===== config.mk =====
export PLATFORM = sky130hd
export DESIGN_NAME = clb_cfg_loader
export DESIGN_NICKNAME = d
export VERILOG_FILES = /design/src/rtl/clb_cfg_pkg.sv /design/src/rtl/clb_cfg_crc8.sv /design/src/rtl/clb_cfg_loader.sv
export SDC_FILE = /design/constraint.sdc
export NUM_CORES = 1
export LEC_CHECK = 0
export CORE_MARGIN = 10
export CORE_UTILIZATION = 38
export CTS_BUF_LIST = sky130_fd_sc_hd__clkbuf_16
export DETAILED_ROUTE_END_ITERATION = 8
export HOLD_SLACK_MARGIN = 0.06
export PLACE_DENSITY = 0.56
export SLEW_MARGIN = 10
export SYNTH_ARGS = -nofsm -noshare
export SYNTH_HDL_FRONTEND = slang
export SYNTH_HIERARCHICAL = 1
export SYNTH_SLANG_ARGS = --single-unit

===== constraint.sdc =====
create_clock -name K -period 2.6 [get_ports K]
set_clock_uncertainty 0.1 [all_clocks]
set_input_delay 0.26 -clock K [delete_from_list [all_inputs] [get_ports K]]
set_output_delay 0.26 -clock K [all_outputs]
set_load 0.05 [all_outputs]

===== src/rtl/clb_cfg_pkg.sv =====
// rtl/clb_cfg_pkg.sv - CLB config field map, loader states and frame constants
// Shared with the CLB so it can slice the CFG bus.
package clb_cfg_pkg;

  localparam int CFG_W = 37;

  // Per-CLB field map, MSB first: mem16 | comboption2 | mux sel 5x2 | o2m 6 | DQmux 2 | floporlatch 1
  localparam int FL_BIT     = 0;
  localparam int DQ_LSB     = 1;
  localparam int O2M_LSB    = 3;
  localparam int MUXSEL_LSB = 9;
  localparam int COMB_LSB   = 19;
  localparam int MEM_LSB    = 21;

  localparam int DQ_W     = 2;
  localparam int O2M_W    = 6;
  localparam int MUXSEL_W = 10;
  localparam int COMB_W   = 2;
  localparam int MEM_W    = 16;

  localparam logic [7:0] PRE      = 8'hF2;
  localparam logic [7:0] CRC_POLY = 8'h07;

  localparam logic [2:0] S_HUNT   = 3'd0;
  localparam logic [2:0] S_LEN    = 3'd1;
  localparam logic [2:0] S_LOAD   = 3'd2;
  localparam logic [2:0] S_CHECK  = 3'd3;
  localparam logic [2:0] S_COMMIT = 3'd4;
  localparam logic [2:0] S_DONE   = 3'd5;
  localparam logic [2:0] S_ERR    = 3'd6;

  function automatic logic [7:0] crc8_step(input logic [7:0] crc, input logic din);
    logic fb;
    fb = crc[7] ^ din;
    return {crc[6:0], 1'b0} ^ (fb ? CRC_POLY : 8'h00);
  endfunction

endpackage


===== src/rtl/clb_cfg_crc8.sv =====
// rtl/clb_cfg_crc8.sv - serial CRC-8, MSB first, init 0x00
// Clear wins over enable so a new frame can restart on the same edge.
module clb_cfg_crc8 import clb_cfg_pkg::*; (
  input  logic       clk,
  input  logic       rst,
  input  logic       clear,
  input  logic       en,
  input  logic       din,
  output logic [7:0] crc
);

  logic [7:0] crc_q, crc_d;

  always_comb begin
    crc_d = crc_q;
    if (clear) begin
      crc_d = 8'h00;
    end else if (en) begin
      crc_d = crc8_step(crc_q, din);
    end
  end

  always_ff @(posedge clk) begin
    if (rst) begin
      crc_q <= 8'h00;
    end else begin
      crc_q <= crc_d;
    end
  end

  assign crc = crc_q;

endmodule


===== src/rtl/clb_cfg_loader.sv =====
// rtl/clb_cfg_loader.sv - serial framed config loader feeding the CLB array
// Optional CRC-8 frame check is built in when CFG_CRC_EN is defined.
module clb_cfg_loader import clb_cfg_pkg::*; #(
  parameter int NUM_CLB = 4
) (
  input  logic                     K,
  input  logic                     RST,
  input  logic                     CE,
  input  logic                     DIN,
  output logic [NUM_CLB*CFG_W-1:0] CFG,
  output logic                     BUSY,
  output logic                     DONE,
  output logic                     ERR
);

  localparam int PAY_W = NUM_CLB * CFG_W;
  localparam int CNT_W = $clog2(PAY_W + 1);
  localparam logic [CNT_W-1:0] CNT_BYTE_LAST = CNT_W'(7);
  localparam logic [CNT_W-1:0] CNT_PAY_LAST  = CNT_W'(PAY_W - 1);
  localparam logic [7:0]       LEN_OK        = 8'(NUM_CLB);

  logic [2:0]       state_q, state_d;
  logic [7:0]       window_q, window_d;
  logic [7:0]       byte_q, byte_d;
  logic [CNT_W-1:0] cnt_q, cnt_d;
  logic [PAY_W-1:0] shadow_q, shadow_d;
  logic [PAY_W-1:0] cfg_q, cfg_d;
  logic             done_q, done_d;
  logic             err_q, err_d;
  logic             commit_q, commit_d;

  logic [7:0] window_nx;
  logic [7:0] byte_nx;
  logic       hunting;
  logic       pre_hit;

  assign window_nx = {window_q[6:0], DIN};
  assign byte_nx   = {byte_q[6:0], DIN};
  assign hunting   = (state_q == S_HUNT) || (state_q == S_DONE) || (state_q == S_ERR);
  assign pre_hit   = CE && hunting && (window_nx == PRE);

`ifdef CFG_CRC_EN
  logic [7:0] crc;
  logic       crc_en;

  assign crc_en = CE && ((state_q == S_LEN) || (state_q == S_LOAD));

  clb_cfg_crc8 u_crc (
    .clk   (K),
    .rst   (RST),
    .clear (pre_hit),
    .en    (crc_en),
    .din   (DIN),
    .crc   (crc)
  );
`endif

  always_comb begin
    state_d  = state_q;
    window_d = window_q;
    byte_d   = byte_q;
    cnt_d    = cnt_q;
    shadow_d = shadow_q;
    cfg_d    = cfg_q;
    done_d   = done_q;
    err_d    = err_q;
    commit_d = 1'b0;

    // DONE trails the CFG update by one cycle so CFG is stable when DONE rises
    if (commit_q) begin
      done_d = 1'b1;
    end

    case (state_q)
      S_HUNT, S_DONE, S_ERR: begin
        if (CE) begin
          window_d = window_nx;
          if (pre_hit) begin
            // Window restarts empty so stale frame bits can never fake a preamble later
            window_d = 8'h00;
            byte_d   = 8'h00;
            cnt_d    = '0;
            done_d   = 1'b0;
            err_d    = 1'b0;
            state_d  = S_LEN;
          end
        end
      end

      S_LEN: begin
        if (CE) begin
          byte_d = byte_nx;
          cnt_d  = cnt_q + 1'b1;
          if (cnt_q == CNT_BYTE_LAST) begin
            cnt_d = '0;
            if (byte_nx != LEN_OK) begin
              err_d   = 1'b1;
              state_d = S_ERR;
            end else begin
              state_d = S_LOAD;
            end
          end
        end
      end

      S_LOAD: begin
        if (CE) begin
          shadow_d = {shadow_q[PAY_W-2:0], DIN};
          cnt_d    = cnt_q + 1'b1;
          if (cnt_q == CNT_PAY_LAST) begin
            cnt_d = '0;
`ifdef CFG_CRC_EN
            byte_d  = 8'h00;
            state_d = S_CHECK;
`else
            state_d = S_COMMIT;
`endif
          end
        end
      end

`ifdef CFG_CRC_EN
      S_CHECK: begin
        if (CE) begin
          byte_d = byte_nx;
          cnt_d  = cnt_q + 1'b1;
          if (cnt_q == CNT_BYTE_LAST) begin
            cnt_d = '0;
            if (byte_nx == crc) begin
              state_d = S_COMMIT;
            end else begin
              err_d   = 1'b1;
              state_d = S_ERR;
            end
          end
        end
      end
`endif

      S_COMMIT: begin
        cfg_d    = shadow_q;
        commit_d = 1'b1;
        state_d  = S_DONE;
      end

      default: begin
        state_d = S_HUNT;
      end
    endcase
  end

  always_ff @(posedge K) begin
    if (RST) begin
      state_q  <= S_HUNT;
      window_q <= 8'h00;
      byte_q   <= 8'h00;
      cnt_q    <= '0;
      shadow_q <= '0;
      cfg_q    <= '0;
      done_q   <= 1'b0;
      err_q    <= 1'b0;
      commit_q <= 1'b0;
    end else begin
      state_q  <= state_d;
      window_q <= window_d;
      byte_q   <= byte_d;
      cnt_q    <= cnt_d;
      shadow_q <= shadow_d;
      cfg_q    <= cfg_d;
      done_q   <= done_d;
      err_q    <= err_d;
      commit_q <= commit_d;
    end
  end

  assign CFG  = cfg_q;
  assign BUSY = (state_q == S_LEN) || (state_q == S_LOAD) ||
                (state_q == S_CHECK) || (state_q == S_COMMIT);
  assign DONE = done_q;
  assign ERR  = err_q;

endmodule


* Yosys cells after proc, flatten, opt, wreduce, memory -nomap -nowiden *
Cells that the tools add are included.

storage, ports and cells
  flip-flop bits (word level) = 324
  logic and storage cells = 73

cells by class
  add/subtract/negate cells = 1
  equality and inequality tests = 17
  multiplexer cells = 29
  reductions and logical operators = 17

operator list
  kind                                           count
  2-to-1 mux 8 bit                               6
  case mux 8 bit (3 select lines)                1
  2-to-1 mux 3 bit                               7
  == test 8 bit, second input constant           2
  2-to-1 mux 7 bit                               2
  != test 2 bit, second input constant           7
  case mux 7 bit (2 select lines)                1
  case mux 3 bit (4 select lines)                1
  AND reduction 6 bit                            2
  2-to-1 mux 1 bit                               10
  == test 3 bit, second input constant           3
  adder 8 x 1 -> 8 bit, second input constant    1
  == test 8 x 3 -> 1 bit, second input constant  1
  != test 8 x 3 -> 1 bit, second input constant  1
  == test 3 x 2 -> 1 bit, second input constant  2
  logical OR 1 bit                               5
  AND reduction 5 bit                            1
  AND reduction 2 bit                            2
  AND reduction 4 bit                            1
  == test 3 x 1 -> 1 bit, second input constant  1
  zero test 3 bit                                1
  nonzero test 3 bit                             1
  OR reduction 3 bit                             1
  logical AND 1 bit                              2
  other kinds (2)                                2

* Longest topological paths before layout *
Gate-level depths: netlist (run 1).

  depth in word-level cells = 8
  gate-level depth with buffers = 8

* Worst setup path before layout (run 1) *
OpenSTA, ideal clock, no wires.

  path kind = reg-to-reg
  from = reg cnt_q[3]
  to = reg state_q[1]
  library setup time = 0.121 ns
  arrival = 1.732 ns
  data required time = 2.379 ns
  slack = 0.647 ns
  stages on the path, launching flop included = 6
  path buffers = 0
  clock period less this slack = 1.953 ns
  path through = dfxtp_1 or3_1 nor4_4 o32ai_4 a31oi_1 mux2_2

between the ends
  cells in the longest elaborated chain, start to end = 3

ends and longest elaborated chain
  element                                                         line                                         text
  start: declaration                                              clb_cfg_loader.sv:25                         logic [CNT_W-1:0] cnt_q, cnt_d;
  start signal: assignment                                        clb_cfg_loader.sv:167                        cnt_q <= cnt_d;
  == test 8 bit / == test 8 x 3 -> 1 bit (equally long branches)  clb_cfg_loader.sv:110, clb_cfg_loader.sv:94
  != test 2 bit (no source line)                                  n/a
  AND reduction 6 bit (no source line) (*)                        n/a
  end signal: assignment                                          clb_cfg_loader.sv:164                        state_q <= state_d;
  end: declaration                                                clb_cfg_loader.sv:22                         logic [2:0] state_q, state_d;

Mark *: on every way between the ends. The rest lies on a longest branch, timed or not.
A chain may end at the register's enable or synchronous reset.

* Worst setup path after layout (run 1) *
  from = reg state_q[1]
  to = out BUSY

between the ends
  cells in the longest elaborated chain, start to end = 4

ends and longest elaborated chain
  element                                                                  line                   text
  == test 3 x 1 -> 1 bit / == test 3 x 2 -> 1 bit (equally long branches)  clb_cfg_loader.sv:177  assign BUSY = (state_q == S_LEN) || (state_q == S_LOAD) ||
  logical OR 1 bit (2 in series)                                           clb_cfg_loader.sv:177
  logical OR 1 bit (*)                                                     clb_cfg_loader.sv:178  (state_q == S_CHECK) || (state_q == S_COMMIT);
  end: declaration                                                         clb_cfg_loader.sv:11   output logic BUSY,

Marked as above.

==> summary.txt, run 1 <==
Status
  • Status: finished clean

Setup path
  • Critical path endpoint category: primary output
  • CP max stage delay: ~550 ps
  • CP arrival: 2050 ps
  • CP delay by family, top: buffers and inverters
  • Type of origin of the critical path: register
  • Slowest cell on the critical path: dlygate4sd2_1
  • Critical path, cell by cell: nor2_2 -> xnor2_1 -> dlygate4sd2_1
  • CP max FO: 11
  • Buf/Inv on CP: 1
  • Data required, critical path: approximately 2200 ps
  • Crit Path Class: register to primary output

Pwr
  • Internal power: around 7.7 mW
  • Sequential power share: 51.2%
  • Combinational share of power: 1.2%
  • Leakage: 4.66 nW
  • Clk pwr share: 47.6%
  • Switch share: 21.1%
  • Pwr Density: 670 nW/um^2
  • Net Sw Power: around 2 mW
  • Peak supply drop: around 420 uV

Synth
  • Post-Synthesis Cells: 1,459
  • Post-Syn Area per Cell: 7.95 sq um
  • Post-synthesis cell area: between 10,000 and 15,000 sq um
  • Post-synthesis cell type count: 48
  • Most common flop cell mapped by yosys: dfxtp_1
  • Seq cells post-synth: 324
  • Ys Warns: 6
  • Synthesized Nets: between 1,000 and 1,500
  • Synth async-reset ratio: 0%
  • Sequential fraction of the synthesis area: a little under three fifths
  • Post-synth EDFFs: 0

Floorplanning
  • Row cnt: 63
  • Initial Utilization: between 30 and 40%
  • I/O Pins: around 160
  • Die H: 195 um
  • Core box area: about 30,000 sq um
  • DIE AREA: 37,900 sq um
  • Chip Width: roughly 190 um

Job
  • Max-Cap Viols: 0

Placed design
  • GP Congestion: 0.732
  • PortBufs: 154
  • DP HPWL: between 15 and 20 mm

STA
  • Final Hold Slack: between 300 and 400 ps
  • Fmax: 415 MHz
  • Max-slew violation count: 0
  • RSZ-0062 raised after global routing: no
  • Fin crit period: about 2400 ps
  • Setup TNS: 0 ps
  • Hold Vio Cnt, Final: 0
  • Relative slew slack: 50.2%
  • Final setup vio count: 0
  • Worst slew pin tran: 746 ps
  • Fin crit share: 92.7%

Global routing
  • Global-route wire length before repair: 47.1 mm
  • Antenna violations before repair: 0
  • Largest net degree at the start of global routing: 163
  • Vias in the first global route: 9,149
  • Gr ovfl total: 0
  • Total track usage: about 14%

Cells and area
  • Most frequent cells in the layout: 619 x nand2_1, 324 x dfxtp_1, 314 x a21oi_1
  • ANT cells: 0
  • Layout cells sized above 1: 5.18%
  • Fillers: 2,989
  • Most common cell after layout, fill and taps aside: nand2_1
  • Area grow syn2layout: 24.8%
  • Final nets: 1,564

Routing
  • First-pass detailed-route iteration total: 4
  • DRT iter0 DRCs: 618
  • Final antenna-violating net count: 0
  • Vias: ~9,600
  • DR vias/cell: 4.88
  • # DRC: 0
  • WL/cell: 14.2 um
  • Wirelength, routed: 27.9 mm

CTS
  • H-tree levels: 2
  • Max Buffers Root-to-Sink: 3
  • Root Driver: clkbuf_16
  • Total CTS buffers: 36
  • Setup bufs post-CTS: 0
  • Worst-path clk slew: around 60 ps
  • CTS Sinks: 324
  • Clock tree from TritonCTS: built
  • Clk Latency, worst-skew pair: 510 ps

Worst hold path
  • Hold Crit Class: register to register
==> path summary, 6_finish.rpt <==
path,from,endpoint,slack (ps),depth (start not counted)
worst max-delay path,state_q[1]$_SDFFE_PP0P_,BUSY,190,3
worst min-delay path,commit_q$_SDFF_PP0_,DONE$_SDFF_PP0_,340,1
worst min register to register,commit_q$_SDFF_PP0_,DONE$_SDFF_PP0_,340,1
worst max register to register,state_q[2]$_SDFFE_PP0P_,state_q[1]$_SDFFE_PP0P_,430,5
==> what timing repair did <==
item,4_1_cts,5_1_grt
endpoints found under the setup margin,1,0
gates resized for setup,1,0
hold buffers,1,0
endpoints found under the hold margin,32,0
==> sequential cells by signal (all words and copies together) (netlist names) <==
register and flops:
shadow_q 148, ERR 1, byte_q 7, state_q 3, window_q 7, cnt_q 8
DONE 1, commit_q 1, CFG 148
==> worst reg2reg max path, stage by stage (launching register included) <==
cell and delay [ps]:
dfxtp_1 680, inv_1 270, nand2_1 210, o32ai_4 170, a31oi_1 270, mux2_2 360
==> power groups by stage <==
stage | sequential (mW) | clock, mW | combinational, mW
after global routing | 4.96 | 4.98 | 0.123
after floorplan | 5.08 | 0 | 0.0845
after detailed placement | 5.08 | 0 | 0.112
final | 4.97 | 4.62 | 0.112
after CTS | 4.97 | 4.78 | 0.113
after global placement | 5.08 | 0 | 0.112
==> routing by layer <==
| metal | wire (um) | track usage, % |
|---|---|---|
| met5 | 0 | 0 |
| met4 | 437 | 3.69 |
| met3 | 1970 | 4.44 |
| met2 | 12400 | 22.1 |
| met1 | 13100 | 18.7 |
==> kinds of logic (layout without fill, tap and decap cells) <==
kind of cell	after synthesis	after routing	synth area share (%)
mux	9	9	0.799
fa+ha+maj	2	2	0.194
compound gates	334	334	15.3
flops	324	324	55.9
xor+xnor	2	2	0.151
buf+inv	113	236	4.44
simple gates	675	675	23.2
==> area by class of cell <==
cell class                      instances  area, sq um  area share [%]
Inverter                                5         18.8           0.130
Clock buffer                           37          926            6.40
Clock inverter                         24          139           0.960
Sequential cell                       324         6490            44.8
Timing Repair Buffer                  170         1790            12.4
Multi-Input combinational cell       1022         4620            31.9
Tap cell                              390          488            3.37
==> cell usage after synthesis (2+ instances only) <==
master | number | area (sq um)
a21oi_1 | 314 | 1570
buf_2 | 28 | 140
buf_6 | 2 | 22.5
clkbuf_1 | 74 | 278
clkbuf_8 | 4 | 55.1
dfxtp_1 | 324 | 6490
inv_1 | 5 | 18.8
mux2_2 | 2 | 22.5
mux2i_1 | 7 | 70.1
nand2_1 | 620 | 2330
nand2b_1 | 9 | 56.3
nand3_1 | 9 | 45.0
nand3b_1 | 2 | 15.0
nand4b_1 | 2 | 17.5
nor2_1 | 5 | 18.8
nor2b_1 | 4 | 25.0
nor3_1 | 3 | 15.0
o21ai_0 | 3 | 15.0
o2bb2ai_1 | 2 | 17.5
o31ai_1 | 2 | 15.0
o32ai_1 | 4 | 35.0
or3_1 | 7 | 43.8
or3_2 | 2 | 15.0
==> metrics by stage <==
step           utilization, %  std cells  area (sq um)  worst slack [ps]  power [mW]
4_1_cts                  48.4       1972         14500               151        9.86
2_1_floorplan               -       1459         11600               647        5.16
5_1_grt                  48.4       1972         14500              56.5        10.1
3_5_place_dp             44.9       1910         13400               149        5.19
6_report                 48.4       1972         14500               189        9.70
3_3_place_gp             44.9       1910         13400               157        5.19
Power figures use the tool's default switching activity.
==> run 2: changes to the inputs <==
CORE_ASPECT_RATIO = 1.25   (was not set)
CORE_UTILIZATION = 45   (was 38)
PLACE_DENSITY = 0.64   (was 0.56)
==> run 2 against run 1 <==
Against the previous run: clock power is 2% lower; maximum frequency is 11% higher; critical path type unchanged; first-iteration DRC count is 24% lower; hold slack better by 12 ps; register-to-register slack hardly changed; global-route usage is 1.3 points higher; cell area is 0.68% lower; count of clock-buffer cells in the layout is 6 lower; critical path depth stayed put.
==> summary.txt, run 2 (synthesized netlist as in run 1, its figures left out) <==
Pwr
  • Overall power: 9.61 mW (-0.93%)
  • Peak supply drop: 496 uV (+18%)
  • Leakage: 4.66 nW (-0.15%)
  • Pwr Density: 668 nW/um^2 (-0.25%)

Placed design
  • DP HPWL: 15.8 mm (-5.6%)
  • PortBufs: 154 (unchanged)
  • Cell Count Post-Placement: 1,855 (-2.9%)
  • Dpl ws: 224 ps (+75.1 ps)
  • GP Congestion: 0.757 (+3.5%)

Global routing
  • Total track usage: 15.5% (+1.3 points)
  • Gr ovfl total: 0 (unchanged)
  • Largest net degree at the start of global routing: 161 (-1.2%)
  • Vias in the first global route: 8,767 (-4.2%)
  • Global-route wire length before repair: 43.6 mm (-7.6%)
  • Antenna violations before repair: 0 (unchanged)

CTS
  • Root Driver: clkbuf_16
  • H-tree levels: 1 (-1)
  • Worst-path clk slew: 60 ps (about the same)
  • Clk Latency, worst-skew pair: 560 ps (+50 ps)
  • Clock tree from TritonCTS: built
  • CTS Sinks: 324 (unchanged)
  • Total CTS buffers: 31 (-14%)
  • Max Buffers Root-to-Sink: 3 (unchanged)

Routing
  • WL/cell: 13.8 um (-2.7%)
  • DR vias/cell: 5.00 (+2.4%)
  • Vias: 9,563 (-0.62%)
  • Wirelength, routed: 26.4 mm (-5.5%)
  • First-pass detailed-route iteration total: 5 (+1)
  • DRT iter0 DRCs: 472 (-24%)
  • Final antenna-violating net count: 0 (unchanged)
  • # DRC: 0 (unchanged)

Cells and area
  • Multi-input logic area: 4620 sq um (unchanged)
  • Layout cells sized above 1: 5.07% (-0.12 points)
  • Fillers: 2,392 (-20%)
  • Final nets: 1,559 (-0.32%)
  • Area grow syn2layout: 24.0%
  • Util after Layout: 56.8% (+8.4 points)
  • Non-filler instance count after layout: 1,914 (-2.9%)
  • ANT cells: 0 (unchanged)
  • Most common cell after layout, fill and taps aside: nand2_1
  • Register area: 6490 sq um (unchanged)
  • Most frequent cells in the layout: 619 x nand2_1, 324 x dfxtp_1, 314 x a21oi_1

Worst hold path
  • WHS Path Cells: 1 (unchanged)
  • Hold Crit Class: register to register
  • Hold EP: DONE$_SDFF_PP0_
  • HP Start: commit_q$_SDFF_PP0_

Setup path
  • Data required, critical path: 2240 ps (about the same)
  • Type of origin of the critical path: register
  • CP arrival: 1810 ps (-240 ps)
  • Buf/Inv on CP: 1 (unchanged)
  • CP max stage delay: 580 ps (+30 ps)
  • Critical path, cell by cell: nor2_2 -> xnor2_1 -> dlymetal6s2s_1
  • R2R depth: 5 (unchanged)
  • FF-to-FF End: shadow_q[42]$_SDFFE_PP0P_
  • Crit Path Class: register to primary output
  • CP delay by family, top: flip-flops
  • Slowest cell on the critical path: dfxtp_1
  • R2R Path Start: state_q[1]$_SDFFE_PP0P_
  • Critical path endpoint category: primary output
  • Flop2flop setup slack: 430 ps (about the same)
  • CP max FO: 11 (unchanged)

Floorplanning
  • Initial Utilization: 45.8% (+7.0 points)
  • Chip Width: 164 um (-16%)
  • Die H: 199 um (+2.5%)
  • DIE AREA: 32,600 sq um (-14%)
  • Row cnt: 65 (+3.2%)
  • Core box area: 25,300 sq um (-15%)
  • I/O Pins: 155 (unchanged)

STA
  • Fin crit period: 2170 ps (-237 ps)
  • Relative slew slack: 52.0% (+1.7 points)
  • Final setup vio count: 0 (unchanged)
  • Final worst slack: 425 ps (+237 ps)
  • RSZ-0062 raised after global routing: no
  • Fmax: 460 MHz (+11%)
  • Hold Vio Cnt, Final: 0 (unchanged)
  • Fin crit share: 83.6% (-9.1 points)
  • Worst slew pin tran: 720 ps (-25.9 ps)
  • Max-slew violation count: 0 (unchanged)
  • Setup TNS: 0 ps (unchanged)

Job
  • Max-Cap Viols: 0 (unchanged)

Status
  • Status: finished clean
==> run 2: how the worst max path moves through the flow <==
stage                             from                 endpoint  slack, ps  cells past startpoint
6_report       state_q[1]$_SDFFE_PP0P_                     BUSY        430                      3
5_1_grt        state_q[1]$_SDFFE_PP0P_                     BUSY        310                      3
4_1_cts        state_q[1]$_SDFFE_PP0P_                     BUSY          6                      3
3_5_place_dp                       DIN    cnt_q[2]$_SDFFE_PP0P_        220                      6
3_3_place_gp                       DIN    cnt_q[2]$_SDFFE_PP0P_        210                      6
2_1_floorplan    cnt_q[3]$_SDFFE_PP0P_  state_q[1]$_SDFFE_PP0P_        650                      5
==> run 2: per-stage QoR <==
stage / hold WS (ps) / instance area, sq um
after floorplan: 296 / 11600
after global placement: 321 / 13300
after detailed placement: 346 / 13300
after CTS: 335 / 14400
after global routing: 365 / 14400
final: 351 / 14400
==> run 2: cell type report <==
cell class	instances	share of cell area [%]
Clock buffer	31	5.40
Clock inverter	27	1.78
Inverter	5	0.131
Multi-Input combinational cell	1022	32.2
Sequential cell	324	45.1
Tap cell	335	2.92
Timing Repair Buffer	170	12.5
==> run 2: power breakdown <==
part           switching [mW]  internal, mW  total, mW  leakage (nW)
clock                    1.87          2.66       4.53         0.538
sequential            0.00129          4.96       4.97          2.61
combinational          0.0891        0.0195      0.109          1.51
total                    1.96          7.64       9.61          4.66
==> run 2: timing repair <==
action,in CTS,in global routing
gates resized for setup,0,1
setup endpoints to repair,0,1
endpoints found under the hold margin,59,0
setup buffers,0,0
hold buffers,1,0
==> run 2: routing by layer <==
layer	GRT usage (%)	share of wire [%]	routed length, um
met1	19.6	44	11700
met2	25.4	47	12300
met3	4.49	7.2	1900
met4	3.98	1.7	455
met5	0	0	0
==> run 3: changes to the inputs <==
PLACE_DENSITY = 0.67   (was 0.64)
clock period = 1.75 ns   (was 2.6 ns; I/O delays follow)
==> run 3 against run 2 <==
Against the previous run: the run now ends with negative setup slack left; combinational power increased by 83%; cell area up 2.2%; die area unchanged; clock power rose by 32%; wire length grew 3.9%; non-clock buffer count up 66; power up 41%; utilization up 1.2 points; first-iteration DRC count increased by 33%; count of clock-buffer cells in the layout did not move; critical path type is now register to register; largest cell class unchanged; highest routed layer unchanged.
==> summary.txt, run 3 (synthesized netlist as in run 1, its figures left out) <==
Cells and area
  • Most frequent cells in the layout: 617 x nand2_1, 313 x dfxtp_1, 308 x a21oi_1
  • Layout cells sized above 1: 19.3% (+14 points)
  • Design Area, Final: 14,700 sq um (+2.2%)
  • ANT cells: 0 (unchanged)
  • Fillers: 2,345 (-2.0%)
  • Area grow syn2layout: 26.7%
  • Most common cell after layout, fill and taps aside: nand2_1
  • Util after Layout: 58.1% (+1.2 points)
  • Final nets: 1,625 (+4.2%)

Setup path
  • Flop2flop setup slack: -110 ps (-530 ps)
  • CP delay by family, top: compound AO/OA/AOI/OAI gates
  • Data required, critical path: 2130 ps (-110 ps)
  • Buf/Inv on CP: 1 (unchanged)
  • Critical path, cell by cell: or2_4 -> o41a_4 -> a211oi_4 -> buf_4 -> nand4b_1 -> a21oi_2
  • Critical path endpoint category: register
  • CP arrival: 2230 ps (+420 ps)
  • Crit Path Class: register to register
  • CP max stage delay: 450 ps (-130 ps)
  • FF-to-FF End: cnt_q[2]$_SDFFE_PP0P_
  • R2R depth: 6 (+1)
  • Type of origin of the critical path: register
  • Slowest cell on the critical path: o41a_4
  • CP max FO: 3 (-8)
  • R2R Path Start: window_q[2]$_SDFFE_PP0P_

CTS
  • Total CTS buffers: 31 (unchanged)
  • CTS Sinks: 324 (unchanged)
  • Worst-path clk slew: 60 ps (about the same)
  • Root Driver: clkbuf_16
  • Max Buffers Root-to-Sink: 3 (unchanged)
  • Clock tree from TritonCTS: built
  • H-tree levels: 1 (unchanged)
  • Clk Latency, worst-skew pair: 550 ps (about the same)

Placed design
  • GP Congestion: 0.822 (+8.5%)
  • Placed Area: 13,600 sq um (+2.0%)
  • DP HPWL: 17.6 mm (+12%)
  • Dpl ws: -455 ps (-679 ps)
  • PortBufs: 154 (unchanged)

Global routing
  • Largest net degree at the start of global routing: 120 (-25%)
  • Vias in the first global route: 9,250 (+5.5%)
  • Total track usage: 15.8% (+0.31 points)
  • Antenna violations before repair: 0 (unchanged)
  • Gr ovfl total: 0 (unchanged)
  • Global-route wire length before repair: 44.6 mm (+2.3%)

Worst hold path
  • HP Start: DIN
  • Hold Crit Class: input pin to register
  • Hold EP: window_q[0]$_SDFFE_PP0P_
  • WHS Path Cells: 4 (+3)

Floorplanning
  • Initial Utilization: 45.8% (unchanged)
  • Row cnt: 65 (unchanged)
  • Chip Width: 164 um (unchanged)
  • DIE AREA: 32,600 sq um (unchanged)
  • Die H: 199 um (unchanged)
  • I/O Pins: 155 (unchanged)
  • Core box area: 25,300 sq um (unchanged)

STA
  • Worst slew pin tran: 534 ps (-186 ps)
  • Final Hold Slack: 289 ps (-62.0 ps)
  • Fin crit share: 106%
  • Final setup vio count: 11 (+11)
  • Max-slew violation count: 0 (unchanged)
  • Fmax: approximately 540 MHz
  • RSZ-0062 raised after global routing: yes
  • Final worst slack: -106 ps (-531 ps)
  • Setup TNS: -592 ps (-592 ps)
  • Hold Vio Cnt, Final: 0 (unchanged)
  • Fin crit period: 1860 ps
  • Relative slew slack: 64.4% (+12 points)

Routing
  • Wirelength, routed: 27.4 mm (+3.9%)
  • Final antenna-violating net count: 0 (unchanged)
  • DRT iter0 DRCs: 629 (+33%)
  • WL/cell: 13.9 um (+0.67%)
  • # DRC: 0 (unchanged)
  • First-pass detailed-route iteration total: 5 (unchanged)
  • Vias: 9,810 (+2.6%)
  • DR vias/cell: 4.97 (-0.59%)

Pwr
  • Peak supply drop: 852 uV (+72%)
  • Pwr Density: 922 nW/um^2 (+38%)
  • Leakage: 5.31 nW (+14%)

Job
  • Max-Cap Viols: 0 (unchanged)

Status
  • Status: finished with violations
  • Failing checks: negative setup slack
[run 3: area by class of cell]
class / instances / area (sq um) / share of cell area (%)
clock buffer: 31 / 776 / 5.28
clock inverter: 22 / 114 / 0.775
inverter: 5 / 18.8 / 0.128
multi-input combinational: 1022 / 4750 / 32.3
sequential: 324 / 6500 / 44.3
tap: 335 / 419 / 2.85
timing repair buffer: 236 / 2100 / 14.3
[run 3: how the worst max path moves through the flow]
stage,from,endpoint,slack (ps),depth (start not counted)
2_1_floorplan,cnt_q[6]$_SDFFE_PP0P_,state_q[1]$_SDFFE_PP0P_,-80,5
3_3_place_gp,DIN,cnt_q[2]$_SDFFE_PP0P_,-460,6
3_5_place_dp,DIN,cnt_q[2]$_SDFFE_PP0P_,-450,6
4_1_cts,cnt_q[6]$_SDFFE_PP0P_,state_q[1]$_SDFFE_PP0P_,-80,5
5_1_grt,cnt_q[0]$_SDFFE_PP0P_,state_q[1]$_SDFFE_PP0P_,-180,6
6_report,window_q[2]$_SDFFE_PP0P_,cnt_q[2]$_SDFFE_PP0P_,-110,6
[run 3: tightest hold or removal path: stages]
cell and delay, ps:
clkdlybuf4s50_1 440, buf_4 170, nand2_1 50, a21oi_1 50
[run 3: layer usage]
metal	GRT usage, %	part of all wire [%]
met3	4.01	6.6
met4	3.75	1.5
met5	0	0
met2	27.4	48
met1	19.2	44
[run 3: through the flow]
stage	total power, mW	cells
CTS	13.7	1973
finish	13.5	1975
global route	14.0	1975
floorplan	7.67	1459
global placement	7.74	1917
detailed placement	7.74	1917
[run 3: power breakdown]
group / total (mW) / leakage, nW / switching, mW / internal [mW]
clock: 5.96 / 0.476 / 2.65 / 3.31
combinational: 0.200 / 2.22 / 0.144 / 0.0562
sequential: 7.38 / 2.61 / 0.00143 / 7.37
[run 3: what timing repair did]
item | CTS | global route
cloned | 0 | 1
hold buffers | 1 | 0
setup endpoints to repair | 207 | 89
setup buffers | 2 | 1
pin swaps | 3 | 11
resized for setup | 15 | 16
hold endpoints to repair | 34 | 0
